### config.mk
export PLATFORM = sky130hd
export DESIGN_NAME = load_store_unit
export DESIGN_NICKNAME = d
export VERILOG_FILES = /design/src/rtl/load_store_unit.sv
export SDC_FILE = /design/constraint.sdc
export NUM_CORES = 1
export LEC_CHECK = 0
export BUFFER_PORTS_ARGS = -buffer_cell sky130_fd_sc_hd__buf_2
export CAP_MARGIN = 5
export CORE_ASPECT_RATIO = 0.8
export CORE_MARGIN = 1.5
export CORE_UTILIZATION = 43
export DETAILED_ROUTE_END_ITERATION = 10
export HOLD_SLACK_MARGIN = 0.05
export PLACE_DENSITY = 0.77
export SYNTH_ARGS = -nofsm -noshare
export SYNTH_HDL_FRONTEND = slang
export SYNTH_SLANG_ARGS = --single-unit
export TNS_END_PERCENT = 5
### constraint.sdc
create_clock -name clk -period 1.5 [get_ports clk]
set_input_delay 0.3 -clock clk [delete_from_list [all_inputs] [get_ports clk]]
set_output_delay 0.3 -clock clk [all_outputs]
set_load 0.05 [all_outputs]
### src/rtl/load_store_unit.sv
`default_nettype none
// +----------------------------------------------------------------------------+
// | Module  : load_store_unit                                                  |
// | Brief   : Single-outstanding load/store bridge between the core datapath   |
// |           and a req/ack memory bus. Little-endian byte lanes and           |
// |           sign/zero extension of loads. Optional macro                     |
// |           LSU_ALIGN_CHECK_EN traps misaligned half/word accesses.          |
// | Rev     : 1.0 - initial release                                            |
// +----------------------------------------------------------------------------+
module load_store_unit (
  input  logic        clk,
  input  logic        reset,
  input  logic        core_valid,
  input  logic        core_we,
  input  logic [31:0] core_addr,
  input  logic [31:0] core_wdata,
  input  logic [1:0]  core_size,
  input  logic        core_unsigned,
  output logic        stall,
  output logic [31:0] rdata,
  output logic        rdata_valid,
  output logic        misalign,
  output logic        bus_req,
  output logic        bus_we,
  output logic [31:0] bus_addr,
  output logic [3:0]  bus_be,
  output logic [31:0] bus_wdata,
  input  logic        bus_ack,
  input  logic [31:0] bus_rdata
);

  localparam logic [1:0] c_idle   = 2'd0;
  localparam logic [1:0] c_access = 2'd1;
  localparam logic [1:0] c_done   = 2'd2;

  logic [1:0]  r_state;
  logic        r_we;
  logic        r_unsigned;
  logic [1:0]  r_size;
  logic [1:0]  r_addr_lo;
  logic [29:0] r_word_addr;
  logic [3:0]  r_be;
  logic [31:0] r_wdata;
  logic [31:0] r_rdata;
  logic        r_rdata_valid;
  logic        r_misalign;
  logic        r_discard;

  logic [3:0]  w_be;
  logic [31:0] w_wdata;
  logic        w_misalign;
  logic        w_discard;
  logic [7:0]  w_byte;
  logic [15:0] w_half;
  logic [31:0] w_load;

  // Lane enables and replicated store data from the incoming request
  always_comb begin
    w_be    = 4'b1111;
    w_wdata = core_wdata;
    case (core_size)
      2'b00: begin
        w_be    = 4'b0001 << core_addr[1:0];
        w_wdata = {4{core_wdata[7:0]}};
      end
      2'b01: begin
        w_be    = core_addr[1] ? 4'b1100 : 4'b0011;
        w_wdata = {2{core_wdata[15:0]}};
      end
      default: ;
    endcase
  end

`ifdef LSU_ALIGN_CHECK_EN
  assign w_misalign = ((core_size == 2'b01) && core_addr[0]) ||
                      (core_size[1] && (core_addr[1:0] != 2'b00));
`else
  assign w_misalign = 1'b0;
`endif

  // Load lane selection and extension from the captured access attributes
  always_comb begin
    case (r_addr_lo)
      2'd1:    w_byte = bus_rdata[15:8];
      2'd2:    w_byte = bus_rdata[23:16];
      2'd3:    w_byte = bus_rdata[31:24];
      default: w_byte = bus_rdata[7:0];
    endcase
    w_half = r_addr_lo[1] ? bus_rdata[31:16] : bus_rdata[15:0];
    case (r_size)
      2'b00:   w_load = {{24{~r_unsigned & w_byte[7]}}, w_byte};
      2'b01:   w_load = {{16{~r_unsigned & w_half[15]}}, w_half};
      default: w_load = bus_rdata;
    endcase
  end

  // A core that drops its request mid-access no longer wants the result
  assign w_discard = r_discard | ~core_valid;

  always_ff @(posedge clk) begin
    if (reset) begin
      r_state       <= c_idle;
      r_we          <= 1'b0;
      r_unsigned    <= 1'b0;
      r_size        <= 2'b00;
      r_addr_lo     <= 2'b00;
      r_word_addr   <= 30'd0;
      r_be          <= 4'b0000;
      r_wdata       <= 32'd0;
      r_rdata       <= 32'd0;
      r_rdata_valid <= 1'b0;
      r_misalign    <= 1'b0;
      r_discard     <= 1'b0;
    end else begin
      r_rdata_valid <= 1'b0;
      r_misalign    <= 1'b0;
      case (r_state)
        c_idle: begin
          if (core_valid) begin
            r_we        <= core_we;
            r_unsigned  <= core_unsigned;
            r_size      <= core_size;
            r_addr_lo   <= core_addr[1:0];
            r_word_addr <= core_addr[31:2];
            r_be        <= w_be;
            r_wdata     <= w_wdata;
            r_discard   <= 1'b0;
            if (w_misalign) begin
              r_state    <= c_done;
              r_misalign <= 1'b1;
            end else begin
              r_state    <= c_access;
            end
          end
        end
        c_access: begin
          if (!core_valid) r_discard <= 1'b1;
          if (bus_ack) begin
            r_state <= c_done;
            if (!r_we && !w_discard) begin
              r_rdata       <= w_load;
              r_rdata_valid <= 1'b1;
            end
          end
        end
        c_done:  r_state <= c_idle;
        default: r_state <= c_idle;
      endcase
    end
  end

  assign stall       = core_valid & (r_state != c_done);
  assign rdata       = r_rdata;
  assign rdata_valid = r_rdata_valid;
  assign misalign    = r_misalign;
  assign bus_req     = (r_state == c_access);
  assign bus_we      = r_we;
  assign bus_addr    = {r_word_addr, 2'b00};
  assign bus_be      = r_be;
  assign bus_wdata   = r_wdata;

endmodule
`default_nettype wire
After elaboration in Yosys (flattened, before gate mapping)
Index checks and enable logic that the tools add are counted.
- reductions and logical operators: 12
- muxes and demuxes: 13
- eq/ne operators: 10
- shift operators: 1
- bitwise gates (word level): 8
- operators by type and width (kind ; count):
    32-bit case mux with 2 select lines ; 2
    8-bit case mux with 3 select lines ; 1
    16-bit two-way mux ; 1
    2-bit by 1-bit == test with 1-bit output (second input constant) ; 4
    4-bit case mux with 2 select lines ; 1
    2-bit logical NOT ; 3
    2-bit inequality test (second input constant) ; 3
    3-bit AND reduction ; 2
    2-bit == test (second input constant) ; 2
    2-bit two-way mux ; 2
    4-bit two-way mux ; 1
    1-bit NOT ; 4
    2-bit case mux with 2 select lines ; 1
    2-bit AND reduction ; 2
    1-bit by 2-bit << shifter with 4-bit output (first input constant) ; 1
    1-bit bitwise AND ; 3
    1-bit two-way mux ; 3
    3-bit OR reduction ; 1
    1-bit logical NOT ; 2
    2-bit by 1-bit inequality test with 1-bit output (second input constant) ; 1
    1-bit case mux with 2 select lines ; 1
    2-bit nonzero test ; 1
    1-bit logical AND ; 1
    1-bit OR ; 1
- register bits: 108
- output and inout bits: 105

Longest topological paths before layout
- word-level depth: 5
- depth in mapped cells: 6
- mapped depth without buffers: 4

Worst setup path before layout
OpenSTA, ideal clock, no wires.
- path type: flip-flop to output port
- start: register r_state[0]
- end: output port stall
- setup slack: -0.351 ns
- required time: 1.200 ns
- data arrival time: 1.551 ns
- stages on the path, launching flop included: 3
- cells stage by stage: dfxtp_1 > inv_1 > a21boi_0
- longest elaborated chain between the ends: 2
- ends and longest elaborated chain (what ; RTL line ; text):
    start: declaration ; 36 ; logic [1:0] r_state;
    start signal: assignment ; 102 ; r_state <= c_idle;
    start signal: assignment ; 129 ; r_state <= c_done;
    start signal: assignment ; 132 ; r_state <= c_access;
    2-bit inequality test ; 152 ; assign stall = core_valid & (r_state != c_done);
    1-bit bitwise AND ; 152 ;
    end: declaration ; 19 ; output logic stall,
No other way between the ends.

Worst setup path in the final report
- start: register r_state[1]
- end: register r_rdata[2] (netlist: rdata[2])
- longest elaborated chain between the ends: 2
- ends and longest elaborated chain (what ; RTL line ; text):
    2-bit by 1-bit == test with 1-bit output ; 117 ; case (r_state)
    3-bit AND reduction (no source line) ; - ;
    end signal: assignment ; 141 ; r_rdata <= w_load;
    end: declaration ; 44 ; logic [31:0] r_rdata;
No other way between the ends.
A chain may end at the register's enable or synchronous reset.

==> results by group <==
Setup path
  • CP endpoint kind: flip-flop
  • Register-to-Register Path Depth: 6
  • Max FO, Critical Path: 13
  • Worst path slowest cell: dfxtp_2
  • Crit Reg-Reg Endpoint: rdata[2]
  • Reg2Reg Setup Slack: -0.08 ns
  • Worst setup SP type: flip-flop
  • Worst EP required: 1.74 ns
  • Crit-path cells: nand3b_1 -> nor4b_4 -> buf_12 -> buf_12 -> nor2_1 -> a311oi_1
  • CP top delay family: simple AND/OR/NAND/NOR gates
  • Crit-path max cell delay: 0.32 ns
  • Crit Path Class: reg -> reg
  • Critical path's most frequent cell: buf_12
  • Critical path buffer and inverter count: 2
  • Arrival @ worst endpoint: 1.81 ns
  • R2R Path Start: r_state[1]

Finish
  • Post-Layout Cell Count: 931
  • Area Overhead vs Synth: 37.3%
  • # diodes: 0
  • Layout cells sized above 1: 36.5%
  • NumNets Final: 890

Yosys
  • Async SR Flop Fraction: 0%
  • Post-Syn Instances: 586
  • Avg Inst Size Synth: 7.93 um^2
  • Warnings, synthesis: 0
  • Post-synth top flop: dfxtp_1
  • Synth top area cells: dfxtp_1 (47%), nand2_1 (12%), a21oi_1 (5.8%), a211oi_1 (5.2%), nor2_1 (4.8%)
  • Mapped cell area: 4640 um^2
  • Synth area leader: dfxtp_1
  • EDFF count, synth: 0
  • Yosys cell types: 33
  • Top cell type's share of synthesized area: 46.6%
  • Sequential share of the synthesized area: 46.6%
  • Seq cells post-synth: 108

Drt
  • Routed Wire Length: 14000 um
  • First-pass DRT Iterations: 5
  • Routed WL per cell: 15.0 um
  • DR iter-0 viols: 358
  • Post-route ant nets: 0
  • Number of remaining DRC errors: 0
  • Vias post-DR: 4879
  • Vias per cell: 5.24

STA
  • Hold_ws: 0.189 ns
  • RSZ-0062 raised after global routing: true
  • Final WS setup: -0.0758 ns
  • Final Max Slew Viols: 0
  • Final period util: 105%
  • Final TNS setup: -0.822 ns
  • Final setup viols: 19
  • Setup skew after layout: 0.00563 ns
  • Final Hold Fails: 0
  • Maximum clock rate: 635 MHz
  • Fin crit period: 1.58 ns

Power and ir drop
  • Flop pwr share: 43.6%
  • Clock Power Share: 32.4%
  • Sw Pwr: 0.00237 W
  • Leak: 2.90 nW
  • Max VDD drop: 0.660 mV
  • Switching part of the total: 32.9%
  • Internal cell power: 0.00485 W
  • Combinational power share: 24.0%
  • Pwr per Cell Area: 1130 nW/um^2

Global route
  • Global routing usage on met2: 37.9%
  • Vias in the first global route: 4385
  • Initial antenna violation count: 0
  • Total GRT Usage: 23.8%
  • Congestion Overflow GR: 0
  • First-pass GRT wire length: 21700 um
  • Met3 global-route usage: 6.34%
  • Met1 Use GR: 31.9%
  • Pin count of the biggest net entering global routing: 65
  • GR peak layer: met2

Place
  • Inst Count DP: 915
  • Final HPWL DP: 10300 um
  • Port-buffer cells: 205
  • GPL Wtd Cong: 0.943

Floorplanning
  • Rows: 33
  • Die H: 96.0 um
  • Core Footprint: 10400 um^2
  • IO Pins: 209
  • Initial Util: 44.8%
  • Die width: 119 um
  • Die area: 11400 um^2

Clock tree
  • CTS clock-pin slew for the worst setup and hold paths: 0.07 ns
  • Num CTS Buffers: 9
  • Clock root buffer: clkbuf_16
  • Setup Buffers After CTS: 0
  • CTS tree: built
  • # H-tree levels: 3
  • Clk_lat worst skew: 0.34 ns
  • Post-CTS Hold Fix Bufs: 0
  • Clock buffer depth: 2
  • Clock sink count: 108

Worst hold path
  • Worst Hold Class: in -> reg
  • Hold Crit Depth: 3
  • Worst min-delay path startpoint: core_addr[13]
  • Worst Hold Path EP: r_word_addr[11]

Flow run
  • Maximum Capacitance Violations: 0

Status
  • Outcome: finished with violations
  • Failing checks: setup timing
## cell usage in the layout (no fill, tap or decap), types with 7 or more instances in the layout
master     count
a211oi_1      29
a21o_1         8
a21oi_1       53
a22oi_1        7
a311oi_1      16
a31o_2         7
buf_12         7
buf_2        202
buf_4         26
clkbuf_16      9
dfxtp_1      102
mux2i_1       16
nand2_1      152
nand3_1       14
nor2_1        59
nor2b_1       10
o21ai_0       17
## power groups by stage
stage               combinational [W]  sequential [W]  clock [W]
floorplan                    0.000604         0.00375          0
global placement              0.00167         0.00319          0
detailed placement            0.00170         0.00320          0
CTS                           0.00170         0.00314    0.00237
global route                  0.00186         0.00316    0.00252
finish                        0.00173         0.00314    0.00234
## per-layer routing
layer	vias up	share of wire, %
li1	2410	-
met5	-	0
met3	26	7.0
met1	2239	44
met2	204	47
met4	0	1.7
## worst min-delay path, delay by kind of cell
kind	cells	cell delay [ns]
simple gates	1	0.04
buf+inv	1	0.09
compound gates	1	0.05
## final cells by class
cell class | instances | area, um^2
multi-input combinational | 425 | 2320
clock inverter | 4 | 32.5
fill | 916 | 3990
timing repair buffer | 239 | 1390
inverter | 3 | 11.3
tap | 140 | 175
clock buffer | 12 | 267
sequential | 108 | 2170
## timing repair
item                                    4_1_cts  5_1_grt
pin swaps                                     5       11
gates cloned                                  0        0
resized for setup                             8       22
endpoints found under the setup margin       34       97
hold endpoints to repair                      0        0
## Yosys cell counts, types with 2 or more instances
| library cell | n |
|---|---|
| a22oi_1 | 9 |
| nor2_1 | 60 |
| a31o_2 | 7 |
| a211oi_1 | 32 |
| a21boi_0 | 2 |
| a21o_1 | 8 |
| clkbuf_1 | 29 |
| nand2_1 | 152 |
| a311oi_1 | 16 |
| dfxtp_1 | 108 |
| inv_1 | 3 |
| nand3_1 | 14 |
| mux2i_1 | 16 |
| buf_1 | 4 |
| buf_2 | 14 |
| buf_4 | 5 |
| nor3_1 | 7 |
| a211oi_2 | 2 |
| mux2_2 | 3 |
| o21ai_0 | 17 |
| a21oi_1 | 54 |
| nor2b_1 | 10 |
| nand2b_1 | 4 |
## flip-flops by register name (all words and copies together), names as in the netlist
signal and count:
bus_be 4, bus_wdata 32, bus_we 1, r_addr_lo 2, r_discard 1, r_size 2
r_state 2, r_unsigned 1, r_word_addr 30, rdata 32, rdata_valid 1
## worst max path at each step
stage	startpoint	end	slack (ns)	cells after the start
after CTS	r_state[1]	rdata[4]	-0.05	6
after floorplan	r_addr_lo[1]	rdata[21]	-0.09	6
final	r_state[1]	rdata[2]	-0.08	6
after global placement	r_state[0]	rdata[29]	-0.07	6
after detailed placement	r_state[0]	rdata[20]	-0.16	6
after global routing	r_addr_lo[0]	rdata[21]	-0.14	5
## stage by stage
stage | setup WS, ns | util [%] | total power (W) | cell area [um^2]
global route | -0.143 | 61.5 | 0.00754 | 6370
global placement | -0.0695 | 57.7 | 0.00486 | 5980
floorplan | -0.0881 | - | 0.00436 | 4650
finish | -0.0758 | 61.5 | 0.00722 | 6370
detailed placement | -0.155 | 57.7 | 0.00490 | 5980
CTS | -0.0493 | 60.8 | 0.00722 | 6300
## kinds of logic after synthesis
group / share of synthesized area, %
flops: 46.6
compound gates: 21.5
buf+inv: 5.23
simple gates: 22.4
other cells: 0.0807
mux: 4.18
No activity file was read; power rests on OpenSTA's default activity.
